$ cat config.mk
export PLATFORM = sky130hd
export DESIGN_NAME = lc3_mem_arbiter
export DESIGN_NICKNAME = d
export VERILOG_FILES = /design/src/rtl/lc3_mem_arbiter.sv
export SDC_FILE = /design/constraint.sdc
export NUM_CORES = 1
export LEC_CHECK = 0
export ABC_AREA = 0
export CORE_ASPECT_RATIO = 2
export CORE_MARGIN = 3
export CORE_UTILIZATION = 36
export CTS_CLUSTER_DIAMETER = 100
export CTS_CLUSTER_SIZE = 20
export DETAILED_ROUTE_END_ITERATION = 8
export GPL_ROUTABILITY_DRIVEN = 1
export PLACE_DENSITY = 0.74
export SETUP_SLACK_MARGIN = 0.1
export SYNTH_ARGS = -nofsm -noshare
export SYNTH_HDL_FRONTEND = slang
export SYNTH_SLANG_ARGS = --single-unit
$ cat constraint.sdc
create_clock -name clk -period 1.7 [get_ports clk]
set_clock_uncertainty 0.15 [all_clocks]
set_input_delay 0.255 -clock clk [delete_from_list [all_inputs] [get_ports clk]]
set_output_delay 0.255 -clock clk [all_outputs]
set_load 0.03 [all_outputs]
$ cat src/rtl/lc3_mem_arbiter.sv
// Round-robin arbiter giving the CPU datapath and the loader/debug port shared access
// to the single-port synchronous LC-3 memory, using a level req / one-cycle ack handshake.
module lc3_mem_arbiter #(
  parameter int unsigned ADDR_W   = 16,
  parameter int unsigned DATA_W   = 16,
  parameter int unsigned READ_LAT = 1
) (
  input  logic              clk,
  input  logic              reset,
  input  logic              cpu_req,
  input  logic              cpu_we,
  input  logic [ADDR_W-1:0] cpu_addr,
  input  logic [DATA_W-1:0] cpu_wdata,
  output logic              cpu_ack,
  output logic [DATA_W-1:0] cpu_rdata,
  input  logic              ld_req,
  input  logic              ld_we,
  input  logic [ADDR_W-1:0] ld_addr,
  input  logic [DATA_W-1:0] ld_wdata,
  output logic              ld_ack,
  output logic [DATA_W-1:0] ld_rdata,
  output logic              mem_en,
  output logic              mem_we,
  output logic [ADDR_W-1:0] mem_addr,
  output logic [DATA_W-1:0] mem_wdata,
  input  logic [DATA_W-1:0] mem_rdata,
  output logic              busy
);

  typedef enum logic [1:0] {StIdle, StAccess, StWait, StDone} state_e;

  state_e     state_q;
  logic       owner_ld_q;
  logic       last_ld_q;
  logic [2:0] cnt_q;
  logic       grant_cpu;

  // CPU wins when alone, or under contention when the loader had the previous grant.
  assign grant_cpu = cpu_req & (~ld_req | last_ld_q);

  always_ff @(posedge clk) begin
    if (reset) begin
      state_q    <= StIdle;
      owner_ld_q <= 1'b0;
      last_ld_q  <= 1'b1;
      cnt_q      <= '0;
      cpu_ack    <= 1'b0;
      ld_ack     <= 1'b0;
      cpu_rdata  <= '0;
      ld_rdata   <= '0;
      mem_en     <= 1'b0;
      mem_we     <= 1'b0;
      mem_addr   <= '0;
      mem_wdata  <= '0;
      busy       <= 1'b0;
    end else begin
      cpu_ack <= 1'b0;
      ld_ack  <= 1'b0;
      mem_en  <= 1'b0;
      unique case (state_q)
        StIdle: begin
          if (cpu_req || ld_req) begin
            state_q    <= StAccess;
            owner_ld_q <= ~grant_cpu;
            last_ld_q  <= ~grant_cpu;
            mem_en     <= 1'b1;
            busy       <= 1'b1;
            mem_we     <= grant_cpu ? cpu_we    : ld_we;
            mem_addr   <= grant_cpu ? cpu_addr  : ld_addr;
            mem_wdata  <= grant_cpu ? cpu_wdata : ld_wdata;
          end
        end
        StAccess: begin
          if (mem_we) begin
            state_q <= StDone;
            cpu_ack <= ~owner_ld_q;
            ld_ack  <= owner_ld_q;
          end else begin
            state_q <= StWait;
            cnt_q   <= 3'(READ_LAT - 1);
          end
        end
        StWait: begin
          if (cnt_q == 3'd0) begin
            state_q <= StDone;
            cpu_ack <= ~owner_ld_q;
            ld_ack  <= owner_ld_q;
            if (owner_ld_q) ld_rdata  <= mem_rdata;
            else            cpu_rdata <= mem_rdata;
          end else begin
            cnt_q <= cnt_q - 3'd1;
          end
        end
        StDone: begin
          state_q <= StIdle;
          busy    <= 1'b0;
        end
        default: state_q <= StIdle;
      endcase
    end
  end

endmodule

# --- Yosys cells after proc, flatten, opt, wreduce, memory -nomap -nowiden ---
# Index checks and enable logic that the tools add are counted.
op_classes:
  mux: 19
  reduce_logical: 12
  addsub: 1
  bitwise: 6
  eq_ne: 7
ops:
  columns: ["cell", "n"]
  rows:
  - ["$mux 16", 2]
  - ["$reduce_and 3->1", 3]
  - ["$mux 1", 8]
  - ["$ne 2x2->1 const B", 4]
  - ["$pmux 2 s4", 1]
  - ["$mux 3", 2]
  - ["$pmux 1 s2", 3]
  - ["$pmux 3 s2", 1]
  - ["$reduce_and 2->1", 3]
  - ["$eq 2x2->1 const B", 2]
  - ["$mux 2", 2]
  - ["$not 1->1", 4]
  - ["$reduce_bool 2->1", 2]
  - ["$logic_not 3->1", 1]
  - ["$sub 3x1->3 const B", 1]
  - ["$eq 2x1->1 const B", 1]
  - ["$logic_not 2->1", 1]
  - ["$reduce_or 2->1", 1]
  - ["$and 1x1->1", 1]
  - ["$logic_or 1x1->1", 1]
  - ["$or 1x1->1", 1]
word_totals:
  wordCells: 58
  out_inout_bits: 69
  regBits: 76
  inputBits: 86

# --- Depth between registers and ports, before layout ---
# Gate-level depths: netlist (run 1).
depth:
  depth_word: 4
  ltp_mapped: 8
  mapped_depth_nobuf: 5

# --- Worst setup path after synthesis (run 1) ---
# Ideal clock, no wire load.
synth_path:
  path_type: "reg-to-reg"
  from: "register state_q[0]"
  to: "register ld_rdata[10]"
  path_slack_ps: 52
  path_buffers: 3
  stages_incl_launch_ff: 9
  t_required_ps: 1428
  arrival_time_ps: 1376
  synth_period_minus_slack_ps: 1648
  setup_time_ps: 122
  path_cell_list: "dfxtp_1 > inv_1 > ha_1 > buf_4 > and4b_1 > buf_4 > buf_6 > nand2_1 > a21oi_2"
synth_between:
  elab_chain_len: 2
synth_rtl:
  columns: ["item", "line", "rtl"]
  rows:
  - ["start, declared", "32", "state_e state_q;"]
  - ["start signal, assigned", "43", "state_q <= StIdle;"]
  - ["start signal, assigned", "63", "state_q <= StAccess;"]
  - ["start signal, assigned", "75", "state_q <= StDone;"]
  - ["$eq 2x2->1", "60", "unique case (state_q)"]
  - ["$reduce_and 3->1 (no line)", null, null]
  - ["end signal, assigned", "88", "if (owner_ld_q) ld_rdata <= mem_rdata;"]
  - ["end, declared", "21", "output logic [DATA_W-1:0] ld_rdata,"]
# Every way passes these cells.
# A chain may end at the register's enable or synchronous reset.

# --- Final worst setup path (run 1) ---
layout_path:
  from: "register state_q[1]"
  to: "register cnt_q[1]"
layout_between:
  elab_chain_len: 3
  word_cells_on_any_way: 7
  cone_classes: "eq/ne (4); mux (1); reduce/logical (2)"
layout_rtl:
  columns: ["item", "line", "rtl"]
  rows:
  - ["$eq 2x2->1 or $eq 2x1->1 (tied branches)", "60", null]
  - ["$ne 2x2->1 (no line) or $reduce_bool 2->1 (tied branches)", null, null]
  - ["$reduce_and 3->1 (no line)", null, null]
  - ["end signal, assigned", "80", "cnt_q <= 3'(READ_LAT - 1);"]
  - ["end signal, assigned", "91", "cnt_q <= cnt_q - 3'd1;"]
  - ["end, declared", "35", "logic [2:0] cnt_q;"]
# Several ways; a longest one is shown, not always the timed one.

==> metrics.md, run 1 <==
| Metric | Value |
|---|---|
| Detailed-route DRC error count | 0 |
| Pleak | 0.00226 uW |
| Final instance area | 5510 sq um |
| Net Count, Synth | 493 |
| RR Startpoint | state_q[1]$_SDFFE_PP0P_ |
| R2R setup slack | 0.12 ns |
| Cell Rows | 49 |
| Crit path from | state_q[1]$_SDFFE_PP0P_ |
| Starting DRT DRC Count | 142 |
| Worst Path Buf+Inv | 1 |
| Critical path required time | 1.78 ns |
| Clock latency on the worst-skew pair | 0.33 ns |
| Htree depth | 3 |
| Routed wire per std cell | 17.2 um |
| Avg Cell Area, Syn | 8.63 sq um |
| Worst path max stage delay | 0.36 ns |
| Post-placement cell count | 649 |
| Arrival time at the worst endpoint | 1.66 ns |
| Die H | 144 um |
| WP depth | 5 |
| Die area | 10800 sq um |
| Vias per cell | 5.50 |
| Max Cap Viol | 0 |
| Setup crit end | cnt_q[1]$_SDFFE_PP0P_ |
| Worst-Margin Slew | 0.365 ns |
| CP cell instances | buf_4, ha_2, or2_4, a311o_1, o41ai_2 |
| Setup WS post-layout | 0.120 ns |
| CTS Buf Count | 9 |
| Crit-path max FO | 5 |
| # clock sinks | 76 |
| Final antenna diode count | 0 |
| Post-synth EDFFs | 0 |
| Final-stage net count | 653 |
| Worst slack, placed | -0.0785 ns |
| Die width | 75.2 um |
| Fin. Hold Viols | 0 |
| Non-filler instance count after layout | 666 |
| Synth async-reset ratio | 0 |
| Vias in the first global route | 3778 |
| Layout cells sized above 1 | 0.168 |
| PwrDens | 1490 nW/um^2 |
| Filler cells | 816 |
| RSZ-0062 raised after global routing | yes |
| IO Pins | 155 |
| Worst R2R End | cnt_q[1]$_SDFFE_PP0P_ |
| Slew HR | 0.758 |
| Final setup TNS | 0 ns |
| Post-DP Area | 5220 sq um |
| Sequential cell area fraction in the yosys report | 0.442 |
| Critical path class | flop to flop |
| Min-Delay Path Class | primary input to flop |
| Top_reg_cell synth | dfxtp_1 |
| Status | complete, no violations |
| CP delay by family, top | compound AO/OA/AOI/OAI gates |
| Period utilization | 0.929 |
| Area growth, synth to finish | 59.9% |
| Pre-Repair DR Iteration Count | 4 |
| Gr usage total | 0.208 |
| Initial antenna violation count | 0 |
| First-pass GRT wire length | 17600 um |
| #FFs+latches synth | 76 |
| # setup viols final | 0 |
| Placer Congestion | 0.772 |
| CTS clk-pin slew, worst paths | 0.06 ns |
| DP HPWL | 8600 um |
| I/O Buffers | 154 |
| CTS max path bufs | 2 |
| Yosys warns | 0 |
| Total gr overflow | 0 |
| Starting Density | 0.377 |
| Critical Path Source Type | flop |
| Master of the slowest instance on the critical path | a311o_1 |
| Yosys cell types | 43 |
| Routed Antenna Nets | 0 |
| Final WL | 11500 um |
| Final Slew Violations | 0 |
| Path depth of the worst reg2reg path | 5 |
| CP Capture Type | flop |
| Vias | 3663 |
| Post-layout min period | 1.58 ns |
| CTS tree | yes |
| Syn Inst Count | 399 |
| Max IR drop VDD | 0.763 mV |
| F_max | 633 MHz |
| Largest net degree at the start of global routing | 41 |
| Core box area | 9140 sq um |
| Hold_buf cts | 0 |
| Root Buffer Master | clkbuf_16 |
| Syn Std Cell Area | 3440 sq um |
## cell families (layout without fill, tap and decap cells)
| family | after synthesis | after routing | share of synthesized area |
|---|---|---|---|
| flops | 76 | 76 | 0.442 |
| fa+ha+maj | 8 | 8 | 0.0291 |
| compound gates | 179 | 179 | 0.314 |
| buf+inv | 45 | 210 | 0.0857 |
| mux | 1 | 1 | 0.00291 |
| simple gates | 90 | 90 | 0.127 |
## where the power goes
part	total [uW]	internal [uW]	switching [uW]
logic	3650	1460	2190
clock network	2040	1290	751
registers	2490	2250	244
total	8190	5000	3190
## final cells by class
type	count	area, sq um	area share
multi-input cells	278	1670	0.302
inverters	9	33.8	0.00613
repair buffers	185	1830	0.333
well taps	102	128	0.0232
flip-flops and latches	76	1520	0.276
clock inverters	7	100	0.0182
clock buffers	9	225	0.0409
## cell usage in the layout, fill, tap and decap left out, types with 19 or more instances in the layout
master           count
o21ai_0             34
o21ai_1             34
a21oi_1             45
a31oi_1             32
buf_4               19
dlygate4sd2_1       69
dfxtp_1             75
clkdlybuf4s50_1     84
nand2_1             58
a21oi_2             20
## layer usage
| metal | share of wire | vias to the layer above | global-route usage |
|---|---|---|---|
| li1 | - | 1739 | - |
| met1 | 0.36 | 1732 | 0.206 |
| met2 | 0.55 | 165 | 0.394 |
| met3 | 0.060 | 27 | 0.0438 |
| met4 | 0.037 | 0 | 0.0977 |
| met5 | 0 | - | 0 |
## flip-flops by register name, summed over array words and instances, names as in the netlist
| register | count |
|---|---|
| ld_ack | 1 |
| mem_we | 1 |
| mem_en | 1 |
| last_ld_q | 1 |
| cpu_rdata | 16 |
| cpu_ack | 1 |
| state_q | 2 |
| mem_addr | 16 |
| owner_ld_q | 1 |
| cnt_q | 3 |
| ld_rdata | 16 |
| mem_wdata | 16 |
| busy | 1 |
## worst min path at each step
stage                                         start                         end  slack [ns]  cells after the start
final                                         reset     state_q[0]$_SDFFE_PP0P_        0.20                      3
after global routing                          reset     state_q[0]$_SDFFE_PP0P_        0.23                      3
after CTS                                     reset     state_q[0]$_SDFFE_PP0P_        0.19                      3
after detailed placement  cpu_rdata[0]$_SDFFE_PP0P_   cpu_rdata[0]$_SDFFE_PP0P_        0.30                      2
after global placement     ld_rdata[0]$_SDFFE_PP0P_    ld_rdata[0]$_SDFFE_PP0P_        0.29                      2
after floorplan                       mem_rdata[10]  cpu_rdata[10]$_SDFFE_PP0P_        0.23                      2
## metrics by stage
stage / total power, uW / utilization / hold slack, ns
floorplan: 4710 / - / 0.232
CTS: 8200 / 0.599 / 0.187
global placement: 6290 / 0.572 / 0.294
global route: 8610 / 0.603 / 0.230
detailed placement: 6400 / 0.572 / 0.301
finish: 8190 / 0.603 / 0.195
## what timing repair did
action / 4_1_cts / 5_1_grt
pin swaps: 0 / 2
endpoints found under the setup margin: 71 / 54
endpoints found under the hold margin: 0 / 0
resized for setup: 72 / 8
buffers inserted: 0 / 1
## cell usage after synthesis (all sizes together), types with 2 or more instances
library cell | n | area (sq um)
clkbuf | 9 | 37.5
nand2b | 3 | 18.8
nand2 | 68 | 280
a311o | 2 | 20.0
nand3b | 2 | 15.0
dfxtp | 76 | 1520
a31oi | 32 | 200
nand3 | 3 | 15.0
buf | 27 | 224
nand4b | 2 | 23.8
nor2 | 4 | 15.0
a21oi | 65 | 400
inv | 9 | 33.8
ha | 8 | 100
o21ai | 69 | 357
a211oi | 4 | 30.0
## worst min-delay path, cell delays in order
cell and delay, ns:
buf_2 0.12, inv_2 0.12, o221a_1 0.14
Power figures use the tool's default switching activity.
==> run 2: changes to the inputs <==
Clock period 1.7 ns to 1.3 ns, I/O delays scaled along.
==> metrics.md, run 2 (synthesis results as in run 1) <==
| Metric | Value |
|---|---|
| RSZ-0062 raised after global routing | yes |
| Routed Antenna Nets | 0 |
| Multi-input gate area | 2200 sq um |
| Filler cells | 614 |
| Layout cells sized above 1 | 0.510 |
| IO Pins | 155 |
| Crit-path max FO | 10 |
| Vias in the first global route | 3681 |
| Clock latency on the worst-skew pair | 0.34 ns |
| Area growth, synth to finish | 90.2% |
| Worst-Margin Slew | 0.512 ns |
| Arrival time at the worst endpoint | 1.68 ns |
| Die width | 75.2 um |
| Final antenna diode count | 0 |
| F_max | 631 MHz |
| Root Buffer Master | clkbuf_16 |
| Starting DRT DRC Count | 129 |
| CTS Buf Count | 9 |
| Slew HR | 0.657 |
| DP HPWL | 8090 um |
| Period utilization | 1.22 |
| Detailed-route DRC error count | 0 |
| Die area | 10800 sq um |
| # clock sinks | 76 |
| Vias | 3876 |
| Setup WS post-layout | -0.285 ns |
| CTS max path bufs | 2 |
| First-pass GRT wire length | 17100 um |
| Placer Congestion | 0.868 |
| Design Power | 13400 uW |
| Worst slack, placed | -0.436 ns |
| Routed wire per std cell | 19.7 um |
| Max IR drop VDD | 1.28 mV |
| CP Capture Type | flop |
| Pre-Repair DR Iteration Count | 5 |
| CTS tree | yes |
| Min-Delay Path Class | primary input to flop |
| Pleak | 0.00243 uW |
| Critical path required time | 1.40 ns |
| Commonest non-fill, non-tap cell in the layout | clkdlybuf4s50_1 |
| Critical Path Source Type | flop |
| Largest net degree at the start of global routing | 34 |
| Final Slew Violations | 0 |
| Gr usage total | 0.205 |
| Status | complete, but fails checks |
| Total gr overflow | 0 |
| Max Cap Viol | 0 |
| Final WL | 13500 um |
| Core box area | 9140 sq um |
| Vias per cell | 5.65 |
| Starting Density | 0.377 |
| Htree depth | 3 |
| CTS clk-pin slew, worst paths | 0.06 ns |
| Initial antenna violation count | 0 |
| Post-layout min period | 1.59 ns |
| Critical path class | flop to flop |
| # setup viols final | 76 |
| Fin. Hold Viols | 0 |
| Sequential cell area | 1580 sq um |
| I/O Buffers | 154 |
| Die H | 144 um |
| Final-stage net count | 673 |
| PwrDens | 2040 nW/um^2 |
| Violated checks | setup timing |
| Commonest non-fill, non-tap cells in the layout | clkdlybuf4s50_1, buf_6, nand2_1 |
| Cell Rows | 49 |
[run 2: power breakdown]
part	internal (uW)	switching, uW
clock network	1730	986
logic	3360	3650
registers	3050	576
[run 2: worst paths after layout]
path / startpoint / to / slack [ns] / depth (start not counted)
worst max-delay path: state_q[0]$_SDFFE_PP0P_ / mem_wdata[5]$_SDFFE_PP0P_ / -0.29 / 7
worst min-delay path: reset / busy$_SDFFE_PP0P_ / 0.001 / 2
worst max register to register: state_q[0]$_SDFFE_PP0P_ / mem_wdata[5]$_SDFFE_PP0P_ / -0.29 / 7
worst min register to register: cpu_rdata[13]$_SDFFE_PP0P_ / cpu_rdata[13]$_SDFFE_PP0P_ / 0.31 / 2
[run 2: layer usage]
metal / global-route usage / share of wire / vias up
li1: - / - / 1787
met1: 0.218 / 0.33 / 1802
met2: 0.364 / 0.55 / 244
met3: 0.0605 / 0.087 / 43
met4: 0.0894 / 0.039 / 0
met5: 0 / 0 / -
[run 2: final cells by class]
cell class | instances | area share
clock buffers | 10 | 0.0365
inverters | 9 | 0.00668
multi-input cells | 279 | 0.336
clock inverters | 6 | 0.0130
well taps | 102 | 0.0195
flip-flops and latches | 76 | 0.241
repair buffers | 204 | 0.348
[run 2: repair_timing]
item,4_1_cts,5_1_grt
cloned,2,5
buffers inserted,4,5
hold buffers,0,0
setup endpoints to repair,88,116
pin swaps,3,25
resized for setup,41,175
[run 2: critical path, stage by stage, from the launching register on]
cell	delay (ns)
dfxtp_4	0.36
inv_6	0.09
ha_4	0.18
o21a_4	0.23
buf_12	0.13
buf_16	0.13
o21ai_1	0.07
a21oi_1	0.17
[run 2: stage by stage]
stage	cells	instance area, sq um	TNS [ns]	hold WS, ns	utilization
after floorplan	399	3540	-8.09	0.181	-
after global placement	654	5240	-17.78	0.293	0.574
after detailed placement	654	5240	-19.60	0.297	0.574
after CTS	676	5760	-9.41	0.00582	0.631
after global routing	686	6550	-15.86	0.0128	0.717
final	686	6550	-12.89	0.00118	0.717
==> run 3: changes to the inputs <==
Settings changed: HOLD_SLACK_MARGIN set to 0.03, PLACE_DENSITY 0.74 to 0.71.
Clock period 1.3 ns to 2 ns, I/O delays scaled along.
==> metrics.md, run 3 (synthesis results as in run 1) <==
| Metric | Value |
|---|---|
| Status | complete, no violations |
| Area growth, synth to finish | 55.5% |
| Placer Congestion | 0.748 |
| Vias | 3500 |
| CP cell instances | clkdlybuf4s50_1 |
| Root Buffer Master | clkbuf_16 |
| # clock sinks | 76 |
| PwrDens | 1310 nW/um^2 |
| Die area | 10800 sq um |
| Final Slew Violations | 0 |
| Setup WS post-layout | 0.181 ns |
| Hold path cells | 2 |
| Cell Rows | 49 |
| I/O Buffers | 154 |
| Min-Delay Path Class | primary input to flop |
| Master of the slowest instance on the critical path | clkdlybuf4s50_1 |
| Critical path class | flop to primary output |
| Worst slack, placed | 0.0989 ns |
| Routed Antenna Nets | 0 |
| Pre-Repair DR Iteration Count | 4 |
| # setup viols final | 0 |
| CTS max path bufs | 2 |
| Total gr overflow | 0 |
| CTS tree | yes |
| Detailed-route DRC error count | 0 |
| RR Startpoint | state_q[0]$_SDFFE_PP0P_ |
| Final-stage net count | 636 |
| Post-layout min period | 1.82 ns |
| Vias in the first global route | 3464 |
| Max IR drop VDD | 0.825 mV |
| Commonest non-fill, non-tap cells in the layout | clkdlybuf4s50_1, dfxtp_1, nand2_1 |
| F_max | 550 MHz |
| Hold_buf cts | 0 |
| Layout cells sized above 1 | 0.126 |
| Period utilization | 0.910 |
| Core box area | 9140 sq um |
| CTS Buf Count | 9 |
| Largest net degree at the start of global routing | 39 |
| DP HPWL | 7740 um |
| CP delay by family, top | buffers and inverters |
| WHS | 0.138 ns |
| Vias per cell | 5.39 |
| Hold Crit Endpoint | mem_we$_SDFFE_PP0P_ |
| RSZ-0062 raised after global routing | no |
| Final setup TNS | 0 ns |
| Starting Density | 0.377 |
| Routed wire per std cell | 16.2 um |
| Pleak | 0.00188 uW |
| CTS clk-pin slew, worst paths | 0.06 ns |
| Worst Path Buf+Inv | 1 |
| Initial antenna violation count | 0 |
| Die width | 75.2 um |
| Slew HR | 0.636 |
| Path depth of the worst reg2reg path | 5 |
| Clock latency on the worst-skew pair | 0.32 ns |
| Final WL | 10500 um |
| Htree depth | 3 |
| Crit-path max FO | 2 |
| Arrival time at the worst endpoint | 1.37 ns |
| Critical Path Source Type | flop |
| First-pass GRT wire length | 16200 um |
| R2R setup slack | 0.30 ns |
| CP Capture Type | primary output |
| Critical path required time | 1.55 ns |
| Commonest non-fill, non-tap cell in the layout | clkdlybuf4s50_1 |
| Worst R2R End | mem_we$_SDFFE_PP0P_ |
| IO Pins | 155 |
| Gr usage total | 0.191 |
| Worst-Margin Slew | 0.545 ns |
| Fin. Hold Viols | 0 |
| Crit path from | mem_addr[2]$_SDFFE_PP0P_ |
| Max Cap Viol | 0 |
| Hold path start | reset |
| Die H | 144 um |
| Final antenna diode count | 0 |
| Worst path max stage delay | 0.71 ns |
| Starting DRT DRC Count | 101 |
[run 3: cell count changes in the layout (fill, tap and decap cells not counted), moves of 16 or more]
cell             delta
buf_12             -17
buf_6              -57
o21ai_2            -16
a31oi_4            -16
o21ai_0            +27
a21oi_1            +18
buf_4              -27
clkdlybuf4s50_1    +70
dfxtp_1            +37
a21oi_2            -18
a31oi_1            +20
dfxtp_2            -33
[run 3: cell type report]
class / count / area (sq um)
Inverter: 9 / 33.8
Clock buffer: 11 / 243
Sequential cell: 76 / 1520
Multi-Input combinational cell: 278 / 1640
Clock inverter: 5 / 108
Tap cell: 102 / 128
Timing Repair Buffer: 168 / 1680
Fill cell: 859 / 3780
[run 3: worst max-delay path by stage]
stage	cells after the start	to	slack, ns
global route	1	mem_addr[2]	0.12
detailed placement	5	ld_rdata[6]$_SDFFE_PP0P_	0.1
CTS	1	mem_addr[2]	0.15
global placement	5	state_q[0]$_SDFFE_PP0P_	0.12
finish	1	mem_addr[2]	0.18
floorplan	8	ld_rdata[10]$_SDFFE_PP0P_	0.35
[run 3: metrics by stage]
stage | cell area [sq um] | total power, uW | instances | util
final | 5360 | 7020 | 649 | 0.586
after global routing | 5360 | 7400 | 649 | 0.586
after CTS | 5350 | 7080 | 649 | 0.585
after detailed placement | 4990 | 5160 | 633 | 0.546
after global placement | 4990 | 5100 | 633 | 0.546
after floorplan | 3440 | 4000 | 399 | -
[run 3: metal layers]
layer,global-route usage,vias up,part of all wire
met2,0.338,163,0.53
met5,0,-,0
met3,0.0466,22,0.070
met1,0.213,1613,0.37
met4,0.0756,0,0.025
li1,-,1702,-
[run 3: repair_timing]
item                                    CTS  global route
setup buffers                             0             0
hold endpoints to repair                  0             0
resized for setup                         2             2
endpoints found under the setup margin    6            16
[run 3: where the power goes]
part / internal (uW) / switching (uW) / leakage, uW
clock network: 1260 / 625 / 0.000170
registers: 1910 / 235 / 0.000623
logic: 1250 / 1740 / 0.00109
